[src/rtl/arith_pkg.sv]
// arith_pkg: operation and FSM state encodings shared by the sequential
// arithmetic unit and its testbench-facing top level.
package arith_pkg;

  typedef enum logic [1:0] {
    OP_ADD = 2'b00,
    OP_SUB = 2'b01,
    OP_MUL = 2'b10,
    OP_DIV = 2'b11
  } op_e;

  typedef enum logic [1:0] {
    IDLE = 2'b00,
    CALC = 2'b01,
    DONE = 2'b10
  } state_e;

endpackage

[src/rtl/seq_muldiv_core.sv]
// seq_muldiv_core: iteration down-counter plus one shared 2*WIDTH shift
// register used for both shift-add multiply (LSB first) and restoring divide
// (MSB first). The divide step is only built when ARITH_DIV_EN is defined.
// The *_next outputs present the value after the current step so the top can
// capture the final answer on the edge that ends the last CALC cycle.
module seq_muldiv_core #(
  parameter int WIDTH = 4
) (
  input  logic               clk,
  input  logic               reset_n,
  input  logic               load,
  input  logic               step,
`ifdef ARITH_DIV_EN
  input  logic               is_div,
`endif
  input  logic [WIDTH-1:0]   a,
  input  logic [WIDTH-1:0]   b,
  output logic               last,
`ifdef ARITH_DIV_EN
  output logic [WIDTH-1:0]   quo_next,
  output logic [WIDTH-1:0]   rem_next,
`endif
  output logic [2*WIDTH-1:0] prod_next
);

  localparam int CW = $clog2(WIDTH + 1);

  logic [CW-1:0]      cnt;
  // {high half, low half}: mul -> {partial product, multiplier},
  // div -> {partial remainder, dividend/quotient}
  logic [2*WIDTH-1:0] acc;
  logic [WIDTH-1:0]   opnd;
  logic [WIDTH:0]     mul_sum;
  logic [2*WIDTH-1:0] step_next;

  assign last      = (cnt == CW'(1));
  assign mul_sum   = {1'b0, acc[2*WIDTH-1:WIDTH]} +
                     (acc[0] ? {1'b0, opnd} : {(WIDTH+1){1'b0}});
  assign prod_next = {mul_sum, acc[WIDTH-1:1]};

`ifdef ARITH_DIV_EN
  logic           is_div_q;
  logic [WIDTH:0] div_shift;
  logic [WIDTH:0] div_diff;
  logic           q_bit;

  // Borrow out of the trial subtraction means the divisor did not fit.
  assign div_shift = {acc[2*WIDTH-1:WIDTH], acc[WIDTH-1]};
  assign div_diff  = div_shift - {1'b0, opnd};
  assign q_bit     = ~div_diff[WIDTH];
  assign rem_next  = q_bit ? div_diff[WIDTH-1:0] : div_shift[WIDTH-1:0];
  assign quo_next  = {acc[WIDTH-2:0], q_bit};
  assign step_next = is_div_q ? {rem_next, quo_next} : prod_next;
`else
  assign step_next = prod_next;
`endif

  // Load operands on accept, then advance one bit per CALC cycle.
  always_ff @(posedge clk) begin
    if (!reset_n) begin
      cnt  <= '0;
      acc  <= '0;
      opnd <= '0;
`ifdef ARITH_DIV_EN
      is_div_q <= 1'b0;
`endif
    end else if (load) begin
      cnt <= CW'(WIDTH);
`ifdef ARITH_DIV_EN
      is_div_q <= is_div;
      acc      <= {{WIDTH{1'b0}}, (is_div ? a : b)};
      opnd     <= is_div ? b : a;
`else
      acc  <= {{WIDTH{1'b0}}, b};
      opnd <= a;
`endif
    end else if (step) begin
      cnt <= cnt - CW'(1);
      acc <= step_next;
    end
  end

endmodule

[src/rtl/seq_arithmetic_unit.sv]
// seq_arithmetic_unit: multi-cycle add/sub/mul/div with start/done handshake.
// Add/sub finish in one cycle; mul/div iterate WIDTH cycles in seq_muldiv_core.
// Optional macro ARITH_DIV_EN builds the divider; without it op=11 completes
// immediately with overflow=1 to flag the op as unsupported.
//
// state | meaning
// IDLE  | waiting for start; outputs hold last results
// CALC  | mul/div iterating, one bit per cycle
// DONE  | done pulse cycle, back to IDLE next
module seq_arithmetic_unit
  import arith_pkg::*;
#(
  parameter int WIDTH = 4
) (
  input  logic               clk,
  input  logic               reset_n,
  input  logic               start,
  input  logic [1:0]         op,
  input  logic [WIDTH-1:0]   a,
  input  logic [WIDTH-1:0]   b,
  output logic               busy,
  output logic               done,
  output logic [2*WIDTH-1:0] result,
  output logic [WIDTH-1:0]   remainder,
  output logic               carry,
  output logic               overflow,
  output logic               div_by_zero
);

  state_e             state;
  logic [WIDTH:0]     add_sum;
  logic [WIDTH:0]     sub_diff;
  logic               core_load;
  logic               core_step;
  logic               core_last;
  logic [2*WIDTH-1:0] prod_next;
`ifdef ARITH_DIV_EN
  op_e                op_q;
  logic [WIDTH-1:0]   quo_next;
  logic [WIDTH-1:0]   rem_next;
`endif

  // Top bit of sub_diff is the borrow, i.e. a < b.
  assign add_sum   = {1'b0, a} + {1'b0, b};
  assign sub_diff  = {1'b0, a} - {1'b0, b};
  assign core_load = (state == IDLE) && start;
  assign core_step = (state == CALC);

  seq_muldiv_core #(.WIDTH(WIDTH)) u_core (
    .clk       (clk),
    .reset_n   (reset_n),
    .load      (core_load),
    .step      (core_step),
`ifdef ARITH_DIV_EN
    .is_div    (op == OP_DIV),
    .quo_next  (quo_next),
    .rem_next  (rem_next),
`endif
    .a         (a),
    .b         (b),
    .last      (core_last),
    .prod_next (prod_next)
  );

  // Handshake FSM with registered results and status.
  always_ff @(posedge clk) begin
    if (!reset_n) begin
      state       <= IDLE;
      busy        <= 1'b0;
      done        <= 1'b0;
      result      <= '0;
      remainder   <= '0;
      carry       <= 1'b0;
      overflow    <= 1'b0;
      div_by_zero <= 1'b0;
`ifdef ARITH_DIV_EN
      op_q        <= OP_ADD;
`endif
    end else begin
      done <= 1'b0;
      case (state)
        IDLE: begin
          if (start) begin
            busy        <= 1'b1;
            result      <= '0;
            remainder   <= '0;
            carry       <= 1'b0;
            overflow    <= 1'b0;
            div_by_zero <= 1'b0;
`ifdef ARITH_DIV_EN
            op_q        <= op_e'(op);
`endif
            case (op_e'(op))
              OP_ADD: begin
                result <= {{(WIDTH-1){1'b0}}, add_sum};
                carry  <= add_sum[WIDTH];
                state  <= DONE;
                done   <= 1'b1;
              end
              OP_SUB: begin
                result <= {{WIDTH{1'b0}}, sub_diff[WIDTH-1:0]};
                carry  <= sub_diff[WIDTH];
                state  <= DONE;
                done   <= 1'b1;
              end
              OP_MUL: state <= CALC;
              OP_DIV: begin
`ifdef ARITH_DIV_EN
                if (b == '0) begin
                  result      <= {{WIDTH{1'b0}}, {WIDTH{1'b1}}};
                  remainder   <= a;
                  div_by_zero <= 1'b1;
                  state       <= DONE;
                  done        <= 1'b1;
                end else begin
                  state <= CALC;
                end
`else
                overflow <= 1'b1;
                state    <= DONE;
                done     <= 1'b1;
`endif
              end
              default: state <= IDLE;
            endcase
          end
        end
        CALC: begin
          if (core_last) begin
            state <= DONE;
            done  <= 1'b1;
`ifdef ARITH_DIV_EN
            if (op_q == OP_DIV) begin
              result    <= {{WIDTH{1'b0}}, quo_next};
              remainder <= rem_next;
            end else begin
              result   <= prod_next;
              overflow <= |prod_next[2*WIDTH-1:WIDTH];
            end
`else
            result   <= prod_next;
            overflow <= |prod_next[2*WIDTH-1:WIDTH];
`endif
          end
        end
        DONE: begin
          state <= IDLE;
          busy  <= 1'b0;
        end
        default: begin
          state <= IDLE;
          busy  <= 1'b0;
        end
      endcase
    end
  end

endmodule

[config.mk]
export PLATFORM = sky130hd
export DESIGN_NAME = seq_arithmetic_unit
export DESIGN_NICKNAME = d
export VERILOG_FILES = /design/src/rtl/arith_pkg.sv /design/src/rtl/seq_muldiv_core.sv /design/src/rtl/seq_arithmetic_unit.sv
export SDC_FILE = /design/constraint.sdc
export NUM_CORES = 1
export LEC_CHECK = 0
export CORE_MARGIN = 5
export CORE_UTILIZATION = 55
export CTS_BUF_LIST = sky130_fd_sc_hd__clkbuf_8
export DETAILED_ROUTE_END_ITERATION = 16
export GPL_TIMING_DRIVEN = 0
export HOLD_SLACK_MARGIN = 0.08
export PLACE_DENSITY_LB_ADDON = 0.25
export SLEW_MARGIN = 20
export SYNTH_ARGS = -nofsm -noshare
export SYNTH_HDL_FRONTEND = slang
export SYNTH_SLANG_ARGS = --single-unit
[constraint.sdc]
create_clock -name clk -period 2.15 [get_ports clk]
set_input_delay 0.215 -clock clk [delete_from_list [all_inputs] [get_ports clk]]
set_output_delay 0.215 -clock clk [all_outputs]
set_load 0.01 [all_outputs]
==> flow_summary.yaml <==
status:
  status: "completed"
detailed_routing:
  viasPerCell: 5.297
  drtPass1Iterations: 4
  drc: 0
  ant_nets: 0
  routedWlPerCell_um: 13.93
  wl_um: 3985
  drt_iter0_markers: 76
  vias: 1515
power_and_ir_drop:
  p_leak_nw: 0.9289
  swShare: 0.2744
  pwr-share-seq: 0.435
  power_frac_comb: 0.205
  ir_drop_v: 0.0004589
  p_int_mw: 0.9960
  p_per_area_nw_per_um2: 633.4
  pwr-share-clk: 0.361
  p_switching_mw: 0.3766
place:
  placed_area_um2: 2066
  io_buffers: 24
  place_ws_ns: -0.06822
  gp_congestion: 0.9087
  dpl.hpwl_um: 3024
yosys:
  seq_area_frac_synth: 0.3307
  synth_edf_count: 0
  avgSynthCellArea_um2: 8.522
  synthFlopType: "dfxtp_1"
  synthDistinctLibCells: 50
  yosysWarningCount: 0
  syn_inst: 206
  synthArstFlopShare: 0
  synth.ff_latch_count: 29
  synth_area_um2: 1755
global_routing:
  grt_pass1_wl_um: 6727
  top_usage_layer: "met2"
  antenna_found_initial: 0
  grtUsageMet3: 0.04890
  met1_usage: 0.2464
  grt_max_degree: 11
  grt_usage: 0.2016
  grt_pass1_vias: 1468
  grt-ovfl-total: 0
  grtUsageMet2: 0.3432
cells_and_area:
  multiInputGateArea_um2: 1040
  area_growth_pct: 23.45
  stdcell_area_um2: 2167
  drive_gt1_frac: 0.1198
  seq_area_um2: 580.6
  fillers: 273
  final_nets: 271
  diodes: 0
worst_setup_path:
  required_ns: 2.30
  rr_worst_depth: 9
  reg2reg_to: "overflow$_SDFFE_PN0P_"
  start_kind: "input port"
  crit_slowest_cell: "clkdlybuf4s50_1"
  crit_type: "in2reg"
  slowest_delay_ns: 0.54
  reg2reg_slack_ns: 0.18
  crit_path_cell_trace: "clkdlybuf4s50_1 -> inv_1 -> ha_1 -> fa_1 -> mux2i_1 -> xnor2_1 -> a221oi_1 -> nor2_1"
  timing.rr.start: "u_core.acc[0]$_SDFFE_PN0P_"
  worstPathMaxFanout: 3
  cp.arrival_ns: 2.14
  worst_setup_path_end_kind: "flip-flop"
min_path:
  hp-start: "u_core.opnd[0]$_SDFFE_PN0P_"
  hold_depth: 2
  whs_endpoint: "u_core.opnd[0]$_SDFFE_PN0P_"
  hold_path.class: "reg2reg"
timing:
  hold_viol: 0
  worst_pin_slew_ns: 0.5033
  maxSlewHeadroom: 0.6645
  fin_crit_ns: 1.984
  max_freq_mhz: 504.0
  skew_ns: 0.006072
  setup_ws_ns: 0.1658
  setup_viol_count_final: 0
  drv_slew: 0
  post-route-period-util: 0.9229
  finalSetupTns_ns: 0
  rsz0062_at_grt: "false"
floorplan:
  start_util: 0.5750
  core_area_um2: 3053
  pin_count: 30
  dieWidth_um: 66.50
  die-area_um2: 4422
  num_rows: 20
  dieHeight_um: 66.50
cts:
  post_cts_buffers: 0
  cts_buffers: 5
  holdBufCountCts: 0
  clock_sinks: 29
  cts_buffer_depth: 2
  cts_tree: "done"
  insertion_delay_ns: 0.28
  cts.root.buffer_cell: "clkbuf_8"
  cts-resized-gates: 0
  path_clk_slew_ns: 0.06
  htreeDepth: 2
job:
  maxCapViolCount: 0
cells in the mapped netlist, types with 3 or more instances:
cell / n / area, um2
nand3_1: 4 / 20.02
nor2b_1: 5 / 31.28
nand2_1: 26 / 97.59
nor2_1: 12 / 45.04
fa_1: 3 / 60.06
dfxtp_1: 29 / 580.6
buf_4: 6 / 45.04
o21ai_0: 12 / 60.06
ha_1: 14 / 175.2
o22ai_1: 4 / 25.02
a21oi_1: 13 / 65.06
inv_1: 14 / 52.55
xnor2_1: 3 / 26.28
and2_1: 5 / 31.28
o21ai_1: 5 / 25.02
nand2b_1: 4 / 25.02
a21boi_0: 4 / 30.03
critical path: cells and delay by family:
| kind | cells | cell delay, ns |
|---|---|---|
| buf+inv | 2 | 0.60 |
| fa+ha+maj | 2 | 0.61 |
| xor+xnor | 1 | 0.08 |
| simple gates | 1 | 0.09 |
| compound gates | 1 | 0.34 |
| mux | 1 | 0.18 |
cell usage in the layout, fill, tap and decap left out, types with 2 or more instances in the layout:
cell / count
a211oi_1: 2
a21boi_0: 4
a21o_1: 2
a21oi_1: 13
a21oi_2: 2
a221oi_1: 2
and2_1: 5
and3_1: 2
buf_2: 2
buf_4: 6
clkbuf_1: 2
clkbuf_8: 7
clkdlybuf4s50_1: 24
conb_1: 5
dfxtp_1: 29
fa_1: 3
ha_1: 14
inv_1: 14
nand2_1: 26
nand2b_1: 4
nand3_1: 4
nor2_1: 12
nor2b_1: 5
nor3_1: 2
nor3b_2: 2
o211a_1: 2
o21ai_0: 11
o21ai_1: 6
o22ai_1: 4
xnor2_1: 3
metrics by stage:
stage | hold slack (ns) | util | instances | power, mW
CTS | 0.4638 | 0.7098 | 286 | 1.374
detailed placement | 0.4549 | 0.6766 | 278 | 0.8860
global placement | 0.4453 | 0.6766 | 278 | 0.8809
global route | 0.4939 | 0.7098 | 286 | 1.445
finish | 0.4600 | 0.7098 | 286 | 1.373
floorplan | 0.3476 | - | 210 | 0.7806
area by class of cell:
type                       count  share of cell area
buffer                        12             0.04330
clock buffer                   7             0.04446
clock inverter                 1            0.002309
inverter                      15             0.02598
multi-input combinational    154              0.4798
sequential                    29              0.2679
tap                           44             0.02540
timing repair buffer          24              0.1109
how the worst max path moves through the flow:
stage                          startpoint                endpoint  slack [ns]  cells past startpoint
4_1_cts        u_core.acc[0]$_SDFFE_PN0P_   overflow$_SDFFE_PN0P_        0.15                      9
3_3_place_gp                         a[0]  result[2]$_SDFFE_PN0P_       -0.06                      8
2_1_floorplan  u_core.acc[0]$_SDFFE_PN0P_   overflow$_SDFFE_PN0P_        0.45                      9
5_1_grt                              a[0]  result[2]$_SDFFE_PN0P_        0.04                      8
6_report                             a[0]  result[2]$_SDFFE_PN0P_        0.17                      8
3_5_place_dp                         a[0]  result[2]$_SDFFE_PN0P_       -0.07                      8
logic make-up (layout without fill, tap and decap cells):
kind of cell    after synthesis  after routing  synth area share
simple gates                 66             66            0.1882
compound gates               61             61            0.2338
flops                        29             29            0.3307
buf+inv                      27             59           0.08553
fa+ha+maj                    17             17            0.1340
xor+xnor                      4              4           0.01996
other cells                   1              5          0.002136
mux                           1              1          0.005702
power groups by stage:
| stage | registers [mW] | clock network, mW | logic [mW] |
|---|---|---|---|
| 2_1_floorplan | 0.610 | 0 | 0.171 |
| 3_3_place_gp | 0.607 | 0 | 0.274 |
| 3_5_place_dp | 0.608 | 0 | 0.278 |
| 4_1_cts | 0.597 | 0.497 | 0.280 |
| 5_1_grt | 0.601 | 0.531 | 0.312 |
| 6_report | 0.597 | 0.495 | 0.281 |
per-layer routing:
metal / share of wire / routed length, um
met1: 0.44 / 1767
met2: 0.50 / 1975
met3: 0.037 / 149
met4: 0.023 / 93
met5: 0 / 0
sequential cells by signal, summed over array words and instances, names as in the netlist:
register,flops
result,8
u_core.acc,8
u_core.opnd,4
u_core.cnt,3
state,2
busy,1
carry,1
done,1
overflow,1
(Power assumes the default switching activity.)
